**src/rtl/ask4_symbol_slicer.sv**
```systemverilog
// 4-ASK receive slicer: picks one matched-filter sample per symbol, decides, reports error
// and tracks the reference level by block averaging. Optional MSE output: SLICER_ERR_PWR_EN.
module ask4_symbol_slicer #(
    parameter int SPS      = 4,
    parameter int AVG_LOG2 = 10,
    parameter int REF_INIT = 32768
) (
    input  logic               sys_clk,
    input  logic               reset,
    input  logic               sam_clk_en,
    input  logic               sym_clk_en,
    input  logic [1:0]         phase_sel,
    input  logic signed [17:0] x_in,
    output logic [1:0]         sym_out,
    output logic               sym_valid,
    output logic signed [17:0] err_out,
    output logic signed [17:0] ref_level,
    output logic               avg_done,
    output logic [17:0]        err_pwr
);

    localparam int PH_W  = (SPS > 1) ? $clog2(SPS) : 1;
    localparam int ACC_W = 18 + AVG_LOG2;
    localparam logic [PH_W-1:0]     PH_LAST  = PH_W'(SPS - 1);
    localparam logic [PH_W-1:0]     PH_ONE   = PH_W'(32'd1);
    localparam logic [AVG_LOG2-1:0] CNT_LAST = AVG_LOG2'((32'd1 << AVG_LOG2) - 32'd1);
    localparam logic [AVG_LOG2-1:0] CNT_ONE  = AVG_LOG2'(32'd1);
    localparam logic signed [17:0]  REF_RST  = 18'(REF_INIT);

    function automatic logic signed [19:0] sext20(input logic signed [17:0] v);
        return {{2{v[17]}}, v};
    endfunction

    // -131072 has no positive counterpart in 1s17, so it folds onto full scale
    function automatic logic [17:0] abs_sat18(input logic signed [17:0] v);
        logic [17:0] r;
        if (v == 18'sh20000) begin
            r = 18'h1FFFF;
        end else if (v[17]) begin
            r = $unsigned(-v);
        end else begin
            r = $unsigned(v);
        end
        return r;
    endfunction

    function automatic logic signed [17:0] sat18(input logic signed [19:0] v);
        logic signed [17:0] r;
        if (v > 20'sh1FFFF) begin
            r = 18'sh1FFFF;
        end else if (v < 20'shE0000) begin
            r = 18'sh20000;
        end else begin
            r = v[17:0];
        end
        return r;
    endfunction

    logic [PH_W-1:0]     phase_cnt_r;
    logic [PH_W-1:0]     sample_idx_s;
    logic [1:0]          phase_lat_r;
    logic [1:0]          phase_eff_s;
    logic                capture_s;
    logic signed [17:0]  cap_x_r;
    logic                cap_vld_r;
    logic signed [19:0]  x_ext_s;
    logic signed [19:0]  ref_ext_s;
    logic signed [19:0]  half_s;
    logic signed [19:0]  three_s;
    logic signed [19:0]  ideal_s;
    logic [1:0]          dec_sym_s;
    logic signed [17:0]  dec_err_s;
    logic [17:0]         abs_s;
    logic [ACC_W-1:0]    acc_r;
    logic [ACC_W-1:0]    acc_sum_s;
    logic [AVG_LOG2-1:0] sym_cnt_r;
    logic                win_end_s;

    // Index of the current sample and whether it is the one to decide on
    always_comb begin
        sample_idx_s = {PH_W{1'b0}};
        phase_eff_s  = phase_lat_r;
        capture_s    = 1'b0;
        if (sym_clk_en) begin
            sample_idx_s = {PH_W{1'b0}};
        end else if (phase_cnt_r == PH_LAST) begin
            sample_idx_s = {PH_W{1'b0}};
        end else begin
            sample_idx_s = phase_cnt_r + PH_ONE;
        end
        // the boundary sample already uses the phase being latched with it
        if (sam_clk_en && sym_clk_en) begin
            phase_eff_s = phase_sel;
        end else begin
            phase_eff_s = phase_lat_r;
        end
        if (sam_clk_en && (32'(phase_eff_s) < 32'(SPS)) &&
            (32'(sample_idx_s) == 32'(phase_eff_s))) begin
            capture_s = 1'b1;
        end else begin
            capture_s = 1'b0;
        end
    end

    // Phase counter, phase latch and capture register
    always_ff @(posedge sys_clk) begin
        if (reset) begin
            phase_cnt_r <= {PH_W{1'b0}};
            phase_lat_r <= 2'b00;
            cap_x_r     <= 18'sd0;
            cap_vld_r   <= 1'b0;
        end else begin
            cap_vld_r <= capture_s;
            if (sam_clk_en) begin
                phase_cnt_r <= sample_idx_s;
            end
            if (sam_clk_en && sym_clk_en) begin
                phase_lat_r <= phase_sel;
            end
            if (capture_s) begin
                cap_x_r <= x_in;
            end
        end
    end

    // Decision regions, ideal level, error and window accumulation terms
    always_comb begin
        x_ext_s   = sext20(cap_x_r);
        ref_ext_s = sext20(ref_level);
        half_s    = ref_ext_s >>> 1;
        three_s   = ref_ext_s + half_s;
        dec_sym_s = 2'b00;
        ideal_s   = 20'sd0;
        if (x_ext_s >= ref_ext_s) begin
            dec_sym_s = 2'b11;
            ideal_s   = three_s;
        end else if (x_ext_s >= 20'sd0) begin
            dec_sym_s = 2'b10;
            ideal_s   = half_s;
        end else if (x_ext_s >= -ref_ext_s) begin
            dec_sym_s = 2'b01;
            ideal_s   = -half_s;
        end else begin
            dec_sym_s = 2'b00;
            ideal_s   = -three_s;
        end
        dec_err_s = sat18(x_ext_s - ideal_s);
        abs_s     = abs_sat18(cap_x_r);
        acc_sum_s = acc_r + {{AVG_LOG2{1'b0}}, abs_s};
        win_end_s = (sym_cnt_r == CNT_LAST);
    end

    // Decision outputs and reference window; the closing symbol still slices on the old level
    always_ff @(posedge sys_clk) begin
        if (reset) begin
            sym_out   <= 2'b00;
            sym_valid <= 1'b0;
            err_out   <= 18'sd0;
            avg_done  <= 1'b0;
            ref_level <= REF_RST;
            acc_r     <= {ACC_W{1'b0}};
            sym_cnt_r <= {AVG_LOG2{1'b0}};
        end else begin
            sym_valid <= cap_vld_r;
            avg_done  <= 1'b0;
            if (cap_vld_r) begin
                sym_out <= dec_sym_s;
                err_out <= dec_err_s;
                if (win_end_s) begin
                    ref_level <= acc_sum_s[AVG_LOG2 +: 18];
                    acc_r     <= {ACC_W{1'b0}};
                    sym_cnt_r <= {AVG_LOG2{1'b0}};
                    avg_done  <= 1'b1;
                end else begin
                    acc_r     <= acc_sum_s;
                    sym_cnt_r <= sym_cnt_r + CNT_ONE;
                end
            end
        end
    end

`ifdef SLICER_ERR_PWR_EN
    logic signed [35:0] err_sq_s;
    logic [17:0]        err_sq_q_s;
    logic [ACC_W-1:0]   pwr_acc_r;
    logic [ACC_W-1:0]   pwr_sum_s;
    logic [17:0]        err_pwr_r;

    // Squared error in 2s34, kept as a 0.17 magnitude
    always_comb begin
        err_sq_s   = $signed({{18{dec_err_s[17]}}, dec_err_s}) *
                     $signed({{18{dec_err_s[17]}}, dec_err_s});
        err_sq_q_s = err_sq_s[34:17];
        pwr_sum_s  = pwr_acc_r + {{AVG_LOG2{1'b0}}, err_sq_q_s};
    end

    // Error power accumulator sharing the reference window boundaries
    always_ff @(posedge sys_clk) begin
        if (reset) begin
            pwr_acc_r <= {ACC_W{1'b0}};
            err_pwr_r <= 18'd0;
        end else if (cap_vld_r) begin
            if (win_end_s) begin
                err_pwr_r <= pwr_sum_s[AVG_LOG2 +: 18];
                pwr_acc_r <= {ACC_W{1'b0}};
            end else begin
                pwr_acc_r <= pwr_sum_s;
            end
        end else begin
            pwr_acc_r <= pwr_acc_r;
        end
    end

    assign err_pwr = err_pwr_r;
`else
    assign err_pwr = 18'd0;
`endif

endmodule

```
**config.mk**
```make
export PLATFORM = sky130hd
export DESIGN_NAME = ask4_symbol_slicer
export DESIGN_NICKNAME = d
export VERILOG_FILES = /design/src/rtl/ask4_symbol_slicer.sv
export SDC_FILE = /design/constraint.sdc
export NUM_CORES = 1
export LEC_CHECK = 0
export BUFFER_PORTS_ARGS = -buffer_cell sky130_fd_sc_hd__buf_4
export CORE_MARGIN = 2
export CORE_UTILIZATION = 38
export DETAILED_ROUTE_END_ITERATION = 16
export PLACE_DENSITY = 0.54
export SLEW_MARGIN = 20
export SYNTH_ARGS = -nofsm -noshare
export SYNTH_HDL_FRONTEND = slang
export SYNTH_SLANG_ARGS = --single-unit
export TNS_END_PERCENT = 5
```
**constraint.sdc**
```tcl
create_clock -name sys_clk -period 9.5 [get_ports sys_clk]
set_input_delay 0.95 -clock sys_clk [delete_from_list [all_inputs] [get_ports sys_clk]]
set_output_delay 0.95 -clock sys_clk [all_outputs]
set_load 0.05 [all_outputs]
```
=== After elaboration in Yosys (flattened, before gate mapping) ===
Index checks and enable logic that the tools add are counted.

* Bits in registers: 101
* Input bits: 24
* Logic and storage cells: 51

* Add/subtract/negate cells: 9
* $lt $le $gt $ge: 5
* Eq/ne operators: 4
* Muxes and demuxes: 17
* Bitwise operators: 1
* Reduce and logical (&&, ||, !) cells: 4

{| class="wikitable"
|+ Operator list
! operator !! count
|-
| 18-bit two-way mux || 4
|-
| 20-bit two-way mux || 3
|-
| 28-bit by 18-bit adder with 28-bit output || 1
|-
| 28-bit two-way mux || 1
|-
| 18-bit by 20-bit greater-or-equal comparator with 1-bit output || 1
|-
| 20-bit by 18-bit greater-than comparator with 1-bit output (second input constant) || 1
|-
| 20-bit by 18-bit < comparator with 1-bit output (second input constant) || 1
|-
| 17-bit negation with 20-bit output || 1
|-
| 18-bit negation with 20-bit output || 1
|-
| 19-bit negation with 20-bit output || 1
|-
| 18-bit by 20-bit subtractor with 20-bit output || 1
|-
| 18-bit by 17-bit adder with 19-bit output || 1
|-
| 18-bit == test (second input constant) || 1
|-
| 18-bit by 1-bit greater-or-equal comparator with 1-bit output (second input constant) || 1
|-
| 18-bit greater-or-equal comparator || 1
|-
| 18-bit negation || 1
|-
| 10-bit by 1-bit adder with 10-bit output (second input constant) || 1
|-
| 10-bit == test (second input constant) || 1
|-
| 10-bit two-way mux || 1
|-
| 2-bit two-way mux || 5
|-
| 1-bit two-way mux || 3
|-
| 2-bit by 1-bit adder with 2-bit output (second input constant) || 1
|-
| 2-bit == test || 1
|-
| 2-bit == test (second input constant) || 1
|-
| other kinds (4) || 5
|}

=== Logic depth before layout (Yosys ltp) ===
Gate-level depths: netlist of the first run.

* Depth after elaboration: 9
* Depth in mapped cells: 32
* Gate-level depth less buffers: 30

=== Least setup slack after synthesis of the first run ===
OpenSTA, ideal clock, no wires.

* Path kind: register to register
* Start point: reg ref_level[3]
* End point: reg err_out[4]
* Setup time: 0.081 ns
* Arrival: 6.981 ns
* Required time: 9.419 ns
* Setup slack: 2.438 ns
* Cell stages (with the launch flop): 33
* Buffers on the path: 2
* Clock period less this slack: 7.062 ns
* Cell sequence: dfxtp_1 inv_1 ha_1 and3_1 and3_1 and3_1 nand2_1 nor2_1 xnor2_1 ha_1 and4_1 nand4_1 a211o_1 nor4b_1 mux2i_1 clkbuf_1 nand2_1 a31oi_1 nand2_1 o21ai_0 inv_1 ha_1 nor2b_1 o31a_1 o41ai_1 a2111o_1 nand2_1 a31oi_1 nor3_1 a221oi_4 buf_6 o21ai_0 a211oi_2

* Word-level cells in the longest chain between the ends: 9

{| class="wikitable"
|+ Ends and longest elaborated chain
! what !! line !! RTL
|-
| start, declared || 17 || <nowiki>output logic signed [17:0] ref_level,</nowiki>
|-
| start signal, assigned || 170 || <nowiki>ref_level <= acc_sum_s[AVG_LOG2 +: 18];</nowiki>
|-
| 18-bit by 17-bit adder with 19-bit output or 18-bit negation with 20-bit output (tied branches) || 131, 140 ||
|-
| 19-bit negation with 20-bit output or 18-bit by 20-bit greater-or-equal comparator with 1-bit output (tied branches) || 145, 140 ||
|-
| 20-bit two-way mux || 140 || <nowiki>end else if (x_ext_s >= -ref_ext_s) begin</nowiki>
|-
| 20-bit two-way mux || 137 || <nowiki>end else if (x_ext_s >= 20'sd0) begin</nowiki>
|-
| 20-bit two-way mux * || 134 || <nowiki>if (x_ext_s >= ref_ext_s) begin</nowiki>
|-
| 18-bit by 20-bit subtractor with 20-bit output * || 147 || <nowiki>dec_err_s = sat18(x_ext_s - ideal_s);</nowiki>
|-
| 20-bit by 18-bit < comparator with 1-bit output || 51 || <nowiki>end else if (v < 20'shE0000) begin</nowiki>
|-
| 18-bit two-way mux || 51 ||
|-
| 18-bit two-way mux * || 49 || <nowiki>if (v > 20'sh1FFFF) begin</nowiki>
|-
| end signal, assigned || 168 || <nowiki>err_out <= dec_err_s;</nowiki>
|-
| end, declared || 16 || <nowiki>output logic signed [17:0] err_out,</nowiki>
|}

Every way passes the cells marked *; elsewhere a longest branch is shown, timed or not.
A chain may end at the register's enable or synchronous reset.

=== Worst setup path in the final report of the first run ===
* Start point: reg ref_level[3]
* End point: reg err_out[15]

Same word-level chain as after synthesis.

==> results of run 1 <==
==> cell usage in the layout (no fill, tap or decap), drive strengths merged, types with 8 or more instances in the layout <==
cell type  Yosys  routed
nor2         115     115
ha           112     112
nand2        101     101
dfxtp        101     101
buf           28      79
o21ai         76      76
a21oi         70      70
xnor2         58      58
inv           41      43
xor2          32      32
a211oi        32      32
nor3          31      31
a21o          29      29
mux2i         28      28
nand3         24      24
o21a          19      19
and3          18      18
conb           1      18
o22ai         16      16
nor2b         15      15
o211ai        15      15
a22o          14      14
nand2b        12      12
or3           12      12
o31ai         12      12
a31oi         12      12
nand4         12      12
and4           9       9
clkbuf        40       9
o21bai         8       8
==> per-stage QoR <==
step           worst slack, ps  hold WS (ps)  area (um^2)
2_1_floorplan             2440           432         9680
3_3_place_gp              1730           446        10300
3_5_place_dp              1600           457        10300
4_1_cts                   1550           473        10700
5_1_grt                    652           500        10700
6_report                  1400           471        10700
==> routing by layer <==
layer,global-route usage,part of all wire,up-vias
met5,0,0,-
met4,0.0656,0.025,0
met3,0.0343,0.043,34
met2,0.374,0.46,231
met1,0.326,0.48,4367
li1,-,-,4515
==> critical path, delay by kind of cell (launching register included) <==
kind                     cells  cell delay [ps]
AO/OA/AOI/OAI               11             2990
AND/OR/NAND/NOR             12             2920
adder cells (fa/ha/maj)      3              890
buffers and inverters        2              440
flip-flops                   1              370
multiplexers                 1              250
XOR/XNOR                     1              130
==> registers in the layout, summed over array words and instances, names as in the netlist <==
register,count
cap_vld_r,1
err_out,18
phase_cnt_r,2
avg_done,1
cap_x_r,18
sym_out,2
ref_level,18
sym_valid,1
sym_cnt_r,10
acc_r,28
phase_lat_r,2
==> power by group <==
group | switching [W] | leakage (nW) | internal [W]
Sequential | 0.0000164 | 0.819 | 0.000435
Clock | 0.000197 | 0.151 | 0.000211
Combinational | 0.000254 | 3.78 | 0.000159
Total | 0.000468 | 4.75 | 0.000805
==> synthesized netlist by cell type, types with 28 or more instances <==
cell type  instances  area share
inv_1             41       0.016
clkbuf_1          40       0.016
nor2_1           115       0.045
nor3_1            31       0.016
o21ai_0           73       0.038
nand2_1          101       0.039
ha_1             112        0.15
dfxtp_1          101        0.21
xnor2_1           58       0.053
mux2i_1           28       0.029
a21o_1            29       0.023
xor2_1            32       0.029
a21oi_1           70       0.036
==> path summary, 6_finish.rpt <==
check / slack [ps] / to / cells after the start
hold reg to reg: 470 / phase_lat_r[0] / 2
hold / removal: 470 / phase_lat_r[0] / 2
setup / recovery: 1400 / err_out[15] / 30
setup reg to reg: 1400 / err_out[15] / 30
==> layout make-up <==
class,instances,share of cell area
Clock buffer,9,0.0211
Clock inverter,7,0.00857
Inverter,41,0.0144
Multi-Input combinational cell,1015,0.672
Sequential cell,101,0.190
Tap cell,330,0.0387
Timing Repair Buffer,79,0.0557
==> logic make-up (layout without fill, tap and decap cells) <==
logic type	after synthesis	in the layout	share of synthesized area
AOI/OAI and AO/OA	371	371	0.271
DFF	101	101	0.210
and+or+nand+nor	390	390	0.199
muxes	31	31	0.0327
adders and majority gates	115	115	0.152
xor gates and xnor gates	90	90	0.0820
other	1	18	0.000390
buffers and inverters	109	136	0.0525
==> results.cfg, run 1 <==
[run_status]
status = completed

[synthesis]
syn_area_um2 = 9610
ys_ff_latch = 101
async_flop_share = 0
synth_area_per_cell_um2 = 7.96
syn-instance-count = 1208
synth.distinct_cells = 77
synth_flop_cell = dfxtp_1
synth-seq-area-share = 0.210
synth_edf_count = 0
synth-warning-count = 0

[global_routing]
grt_pass1_vias = 8286
grt_pass1_wl_mm = 48.0
antenna_found_initial = 0
grt_max_degree = 54
grtUsageTotal = 0.233
overflow = 0

[worst_hold_path]
hp-start = phase_lat_r[0]
hold_class = reg2reg

[placement]
gp_congestion = 0.887
place_inst = 1566
dp_hpwl_mm = 23.6
io_buffers = 63

[layout]
multi_input_area_um2 = 7160
drive_gt1_frac = 0.102
final_util = 0.426
antennaDiodeCount = 0
fin_nets = 1386
nFillCells = 2623
register_area_um2 = 2020
instances_no_fill = 1582
synthToLayoutAreaGrowth_pct = 10.9

[timing]
tightest_slew_ps = 1060
finalSetupViolations = 0
grt_setup_unrepaired = false
clock_skew_ps = 8.65
slew_viol_final = 0
layout_min_cycle_time_ps = 8100
finalCritPeriodShare = 0.853
setup_tns_ps = 0
slew_headroom = 0.285
finalHoldViolations = 0
max_freq_ghz = 0.123

[power]
power.density_nw_per_um2 = 119
peakVddDrop_mv = 0.0827
p_leak_nw = 4.75
power_w = 0.00127

[setup_path]
cpMaxStageDelayCell = a221oi_4
r2r-start = ref_level[3]
cp_max_fo = 19
arrival_ps = 8380
start_kind = register
setup.worst_path.start = ref_level[3]
max_stage_delay_ps = 700
cp.required_ps = 9770
worst-setup-path-type = reg2reg
worstSetupEndpointType = register

[floorplanning]
die_x_um = 163
row_count = 58
die_y_um = 163
initial_core_util = 0.384
core-area_um2 = 25000
io_pins = 82
die_area_um2 = 26600

[clock_tree]
htree_levels = 3
ctsHoldBuffers = 0
cts.path.max_buffers = 2
cts_resized = 0
cts_sinks = 101
cts_tree = done
cts_buffers = 9
clk_latency_ps = 360
cts_root_buffer = clkbuf_16
cts_setup_buffers = 0
clk_pin_slew_ps = 80

[route]
vias_per_cell = 5.78
dr.pass1.iters = 5
drtAntennaViolNets = 0
routedWlPerCell_um = 19.7
drt-initial-drc-count = 775
vias = 9147
drc = 0
wirelength_mm = 31.1

[job]
max_cap_violations = 0
Note: power is estimated with default switching activity, not from simulation.
==> run 2: changes to the inputs <==
--- a/config.mk
+++ b/config.mk
@@ -8,8 +8,8 @@
 export BUFFER_PORTS_ARGS = -buffer_cell sky130_fd_sc_hd__buf_4
 export CORE_MARGIN = 2
 export CORE_UTILIZATION = 38
+export CTS_BUF_LIST = sky130_fd_sc_hd__clkbuf_4 sky130_fd_sc_hd__clkbuf_8
 export DETAILED_ROUTE_END_ITERATION = 16
-export PLACE_DENSITY = 0.54
 export SLEW_MARGIN = 20
 export SYNTH_ARGS = -nofsm -noshare
 export SYNTH_HDL_FRONTEND = slang
==> run 2 against run 1 <==
  * Flip-flop and latch count stayed put
  * Power decreased by 6.8%
  * Die area unchanged
  * Combinational power is essentially flat
  * First-iteration DRC count decreased by 9.2%
  * Count of clock-buffer cells in the layout unchanged
  * Worst hold slack improved by 4.6 ps
  * Final area shrank 0.90%
  * Utilization shrank 0.38 points
  * Via count grew 0.11%
  * Cell count is 0.13% lower
  * Critical endpoint is now err_out[9]
  * Largest cell class unchanged
  * Highest routed layer is now met5
==> results.cfg, run 2 (synthesis gave the netlist of run 1 again) <==
[run_status]
status = completed

[layout]
drive_gt1_frac = 0.101
final_cell_mix = 115 x nor2_1, 112 x ha_1, 101 x nand2_1, 100 x dfxtp_1, 77 x buf_4
antennaDiodeCount = 0
largest_register_ffs = 28
final_common_cell = nor2_1
synthToLayoutAreaGrowth_pct = 9.85
final_util = 0.422
regMostFlops = acc_r
fin_nets = 1384
instances_no_fill = 1580
final_area_um2 = 10600

[setup_path]
arrival_ps = 8330
worstSetupEndpointType = register
cp_max_fo = 19
r2r_cells = 30
start_kind = register
worst-setup-path-type = reg2reg
cpMaxStageDelayCell = a221oi_4
max_stage_delay_ps = 670
cp.required_ps = 9840

[clock_tree]
cts_setup_buffers = 0
ctsHoldBuffers = 0
htree_levels = 3
cts_root_buffer = clkbuf_8
cts_sinks = 101
clk_pin_slew_ps = 130
cts_buffers = 9
cts.path.max_buffers = 2
clk_latency_ps = 410
cts_tree = done
cts_resized = 0

[placement]
place_area_um2 = 10300
gp_congestion = 0.973
place_inst = 1564
io_buffers = 63
dp_hpwl_mm = 22.9

[job]
max_cap_violations = 0

[timing]
max_freq_ghz = 0.125
setup_tns_ps = 0
clock_skew_ps = 20.3
tightest_slew_ps = 1030
slew_headroom = 0.313
finalCritPeriodShare = 0.841
grt_setup_unrepaired = false
finalHoldViolations = 0
finalSetupViolations = 0
slew_viol_final = 0
layout_min_cycle_time_ps = 7990

[floorplanning]
row_count = 58
die_area_um2 = 26600
die_y_um = 163
die_x_um = 163
initial_core_util = 0.384
core-area_um2 = 25000
io_pins = 82

[power]
p_leak_nw = 4.70
peakVddDrop_mv = 0.0733
power.density_nw_per_um2 = 112

[global_routing]
grtUsageTotal = 0.228
grt_max_degree = 54
antenna_found_initial = 1
grt_pass1_wl_mm = 47.2
grt_pass1_vias = 8500
overflow = 0

[route]
drc = 0
vias = 9157
drt-initial-drc-count = 704
dr.pass1.iters = 7
drtAntennaViolNets = 0
routedWlPerCell_um = 19.2
vias_per_cell = 5.80
wirelength_mm = 30.4

[worst_hold_path]
whs_path_depth = 2
hold_class = reg2reg
[run 2: cell count changes in the layout (fill, tap and decap cells not counted)]
cell / before / now
clkbuf_16: 9 / 0
clkbuf_8: 0 / 9
buf_4: 79 / 77
clkinv_4: 2 / 1
clkinv_8: 1 / 2
clkinvlp_4: 1 / 0
inv_6: 1 / 2
o221ai_2: 1 / 0
o221ai_4: 0 / 1
[run 2: final cells by class]
class | instances | area [um^2]
clock inverter | 7 | 100
multi-input combinational | 1015 | 7170
clock buffer | 9 | 124
fill | 2572 | 14500
sequential | 101 | 2020
tap | 330 | 413
inverter | 41 | 154
timing repair buffer | 77 | 578
[run 2: where the power goes]
group / internal (W) / leakage, nW / switching, W
sequential: 0.000436 / 0.819 / 0.0000158
combinational: 0.000159 / 3.77 / 0.000255
clock: 0.000131 / 0.112 / 0.000190
[run 2: worst max-delay path, delay by kind of cell, from the launching register on]
kind            cells  cell delay, ps
fa+ha+maj           3             900
buf+inv             2             380
mux                 1             240
xor+xnor            1             140
flops               1             510
simple gates       12            2800
compound gates     11            2910
[run 2: per-stage QoR]
stage               setup slack (ps)  hold slack [ps]  power [W]
global placement                1780              443   0.000867
CTS                             1600              479    0.00119
detailed placement              1670              453   0.000868
finish                          1510              475    0.00119
floorplan                       2440              432   0.000778
global route                     833              511    0.00126
[run 2: path summary, 6_finish.rpt]
check,from,end,slack [ps]
worst min register to register,acc_r[4],acc_r[4],480
worst min-delay path,acc_r[4],acc_r[4],480
worst max-delay path,ref_level[5],err_out[9],1510
worst max register to register,ref_level[5],err_out[9],1510
[run 2: metal layers]
layer / share of wire / GRT usage / vias up
li1: - / - / 4508
met1: 0.46 / 0.312 / 4332
met2: 0.45 / 0.366 / 254
met3: 0.052 / 0.0277 / 61
met4: 0.034 / 0.0909 / 2
met5: 0.00053 / 0 / -
==> run 3: changes to the inputs <==
==> constraint.sdc (replaced) <==
create_clock -name sys_clk -period 7.1 [get_ports sys_clk]
set_input_delay 0.71 -clock sys_clk [delete_from_list [all_inputs] [get_ports sys_clk]]
set_output_delay 0.71 -clock sys_clk [all_outputs]
set_load 0.05 [all_outputs]
==> run 3 against run 2 <==
  * Cell count grew 1.9%
  * Non-clock buffer count up 30
  * Sequential share of layout area down 0.46 points
  * Maximum frequency up 19%
  * Global-route usage down 0.16 points
  * Combinational power rose by 37%
  * Clock skew increased by 5.9 ps
  * First-iteration DRC count stayed put
  * Die area is the same
  * Wire length grew 0.27%
  * Flip-flop and latch count unchanged
  * Count of clock-buffer cells in the layout rose by 1
  * Largest cell class unchanged
  * Highest routed layer is now met4
==> results.cfg, run 3 (synthesis gave the netlist of run 1 again) <==
[placement]
dp_slack_ps = 60.5
dp_hpwl_mm = 22.7
io_buffers = 63
gp_congestion = 0.946

[clock_tree]
clk_latency_ps = 410
clk_pin_slew_ps = 120
cts_buffers = 9
cts_tree = done
ctsHoldBuffers = 0
htree_levels = 3
cts_sinks = 101
cts_root_buffer = clkbuf_8
cts.path.max_buffers = 2

[layout]
synthToLayoutAreaGrowth_pct = 12.6
register_area_um2 = 2020
multi_input_area_um2 = 7210
largest_register_ffs = 28
final_common_cell = nor2_1
nFillCells = 2565
regMostFlops = acc_r
drive_gt1_frac = 0.134
final_cell_mix = 114 x nor2_1, 110 x ha_1, 104 x buf_4, 100 x dfxtp_1, 98 x nand2_1
antennaDiodeCount = 0
fin_nets = 1414

[route]
routedWlPerCell_um = 18.9
dr.pass1.iters = 5
drt-initial-drc-count = 704
drtAntennaViolNets = 0
drc = 0
vias = 9406
vias_per_cell = 5.84
wirelength_mm = 30.5

[global_routing]
grt_pass1_wl_mm = 47.4
grtUsageTotal = 0.227
antenna_found_initial = 0
overflow = 0
grt_max_degree = 54
grt_pass1_vias = 8615

[floorplanning]
initial_core_util = 0.384
io_pins = 82
die_y_um = 163
core-area_um2 = 25000
die_x_um = 163
row_count = 58
die_area_um2 = 26600

[setup_path]
arrival_ps = 7000
cp.required_ps = 7360
rr_endpoint = err_out[2]
start_kind = register
r2r_cells = 32
cp_max_fo = 17
cpMaxStageDelayCell = a2111o_1
worstSetupEndpointType = register
worst-setup-path-type = reg2reg
r2r-start = ref_level[3]
r2r_setup_slack_ps = 370
max_stage_delay_ps = 470

[power]
p_int_w = 0.000955
switching_share = 0.395
pwr-share-seq = 0.384
power_switching_w = 0.000624
power.density_nw_per_um2 = 146
p_leak_nw = 4.86
peakVddDrop_mv = 0.104
p_comb_frac = 0.359
clockPowerShare = 0.256

[timing]
max_freq_ghz = 0.149
layout_min_cycle_time_ps = 6730
finalCritPeriodShare = 0.948
setup_tns_ps = 0
clock_skew_ps = 26.2
finalSetupViolations = 0
layout_setup_ws_ps = 368
finalHoldViolations = 0
slew_viol_final = 0
grt_setup_unrepaired = false
slew_headroom = 0.408
tightest_slew_ps = 881

[worst_hold_path]
whs_path_depth = 2
hold_class = reg2reg
hp-start = acc_r[7]
min_to = acc_r[7]

[run_status]
status = completed

[job]
max_cap_violations = 0
==> run 3: cell count changes in the layout (fill, tap and decap cells not counted), moves of 2 or more <==
cell / change
nand2_2: +3
and3_2: +2
ha_1: -2
ha_2: +2
nand2_1: -3
and3_1: -2
buf_4: +27
==> run 3: worst max path at each step <==
stage,start,endpoint,slack [ps],depth (start not counted)
4_1_cts,ref_level[4],err_out[2],40,30
3_3_place_gp,ref_level[3],err_out[9],300,30
6_report,ref_level[3],err_out[2],370,32
3_5_place_dp,ref_level[4],err_out[12],60,30
2_1_floorplan,ref_level[3],err_out[5],40,32
5_1_grt,ref_level[5],err_out[12],5,31
==> run 3: cell type report <==
cell class / count / share of cell area
well taps: 330 / 0.0382
flip-flops and latches: 101 / 0.187
inverters: 41 / 0.0142
clock buffers: 10 / 0.0127
repair buffers: 107 / 0.0757
clock inverters: 6 / 0.00590
multi-input cells: 1015 / 0.666
==> run 3: repair_timing <==
action                     CTS  global route
setup buffers                0             3
setup endpoints to repair    0            18
hold endpoints to repair     0             0
resized for setup            0            18
==> run 3: critical path, delay by kind of cell, from the launching register on <==
family / cells / cell delay, ps
XOR/XNOR: 1 / 190
AO/OA/AOI/OAI: 11 / 1700
buffers and inverters: 5 / 720
multiplexers: 1 / 350
adder cells (fa/ha/maj): 3 / 890
AND/OR/NAND/NOR: 11 / 2380
flip-flops: 1 / 330
==> run 3: stage by stage <==
stage | util | hold WS, ps | total power [W] | instance area [um^2] | std cells
floorplan | - | 432 | 0.00104 | 9680 | 1225
global placement | 0.420 | 443 | 0.00116 | 10500 | 1590
detailed placement | 0.420 | 452 | 0.00116 | 10500 | 1590
CTS | 0.428 | 480 | 0.00157 | 10700 | 1606
global route | 0.432 | 500 | 0.00166 | 10800 | 1610
finish | 0.432 | 474 | 0.00158 | 10800 | 1610
==> run 3: power by group through the flow <==
| stage | clock network, W | logic, W | registers [W] |
|---|---|---|---|
| after detailed placement | 0 | 0.000545 | 0.000619 |
| after global routing | 0.000430 | 0.000626 | 0.000609 |
| after CTS | 0.000414 | 0.000549 | 0.000607 |
| after global placement | 0 | 0.000544 | 0.000619 |
| after floorplan | 0 | 0.000407 | 0.000634 |
| final | 0.000405 | 0.000567 | 0.000607 |
==> run 3: metal layers <==
| metal | up-vias | share of wire | GRT usage |
|---|---|---|---|
| met3 | 69 | 0.050 | 0.0269 |
| met4 | 0 | 0.035 | 0.0792 |
| met5 | - | 0 | 0 |
| li1 | 4555 | - | - |
| met1 | 4474 | 0.46 | 0.304 |
| met2 | 308 | 0.46 | 0.376 |
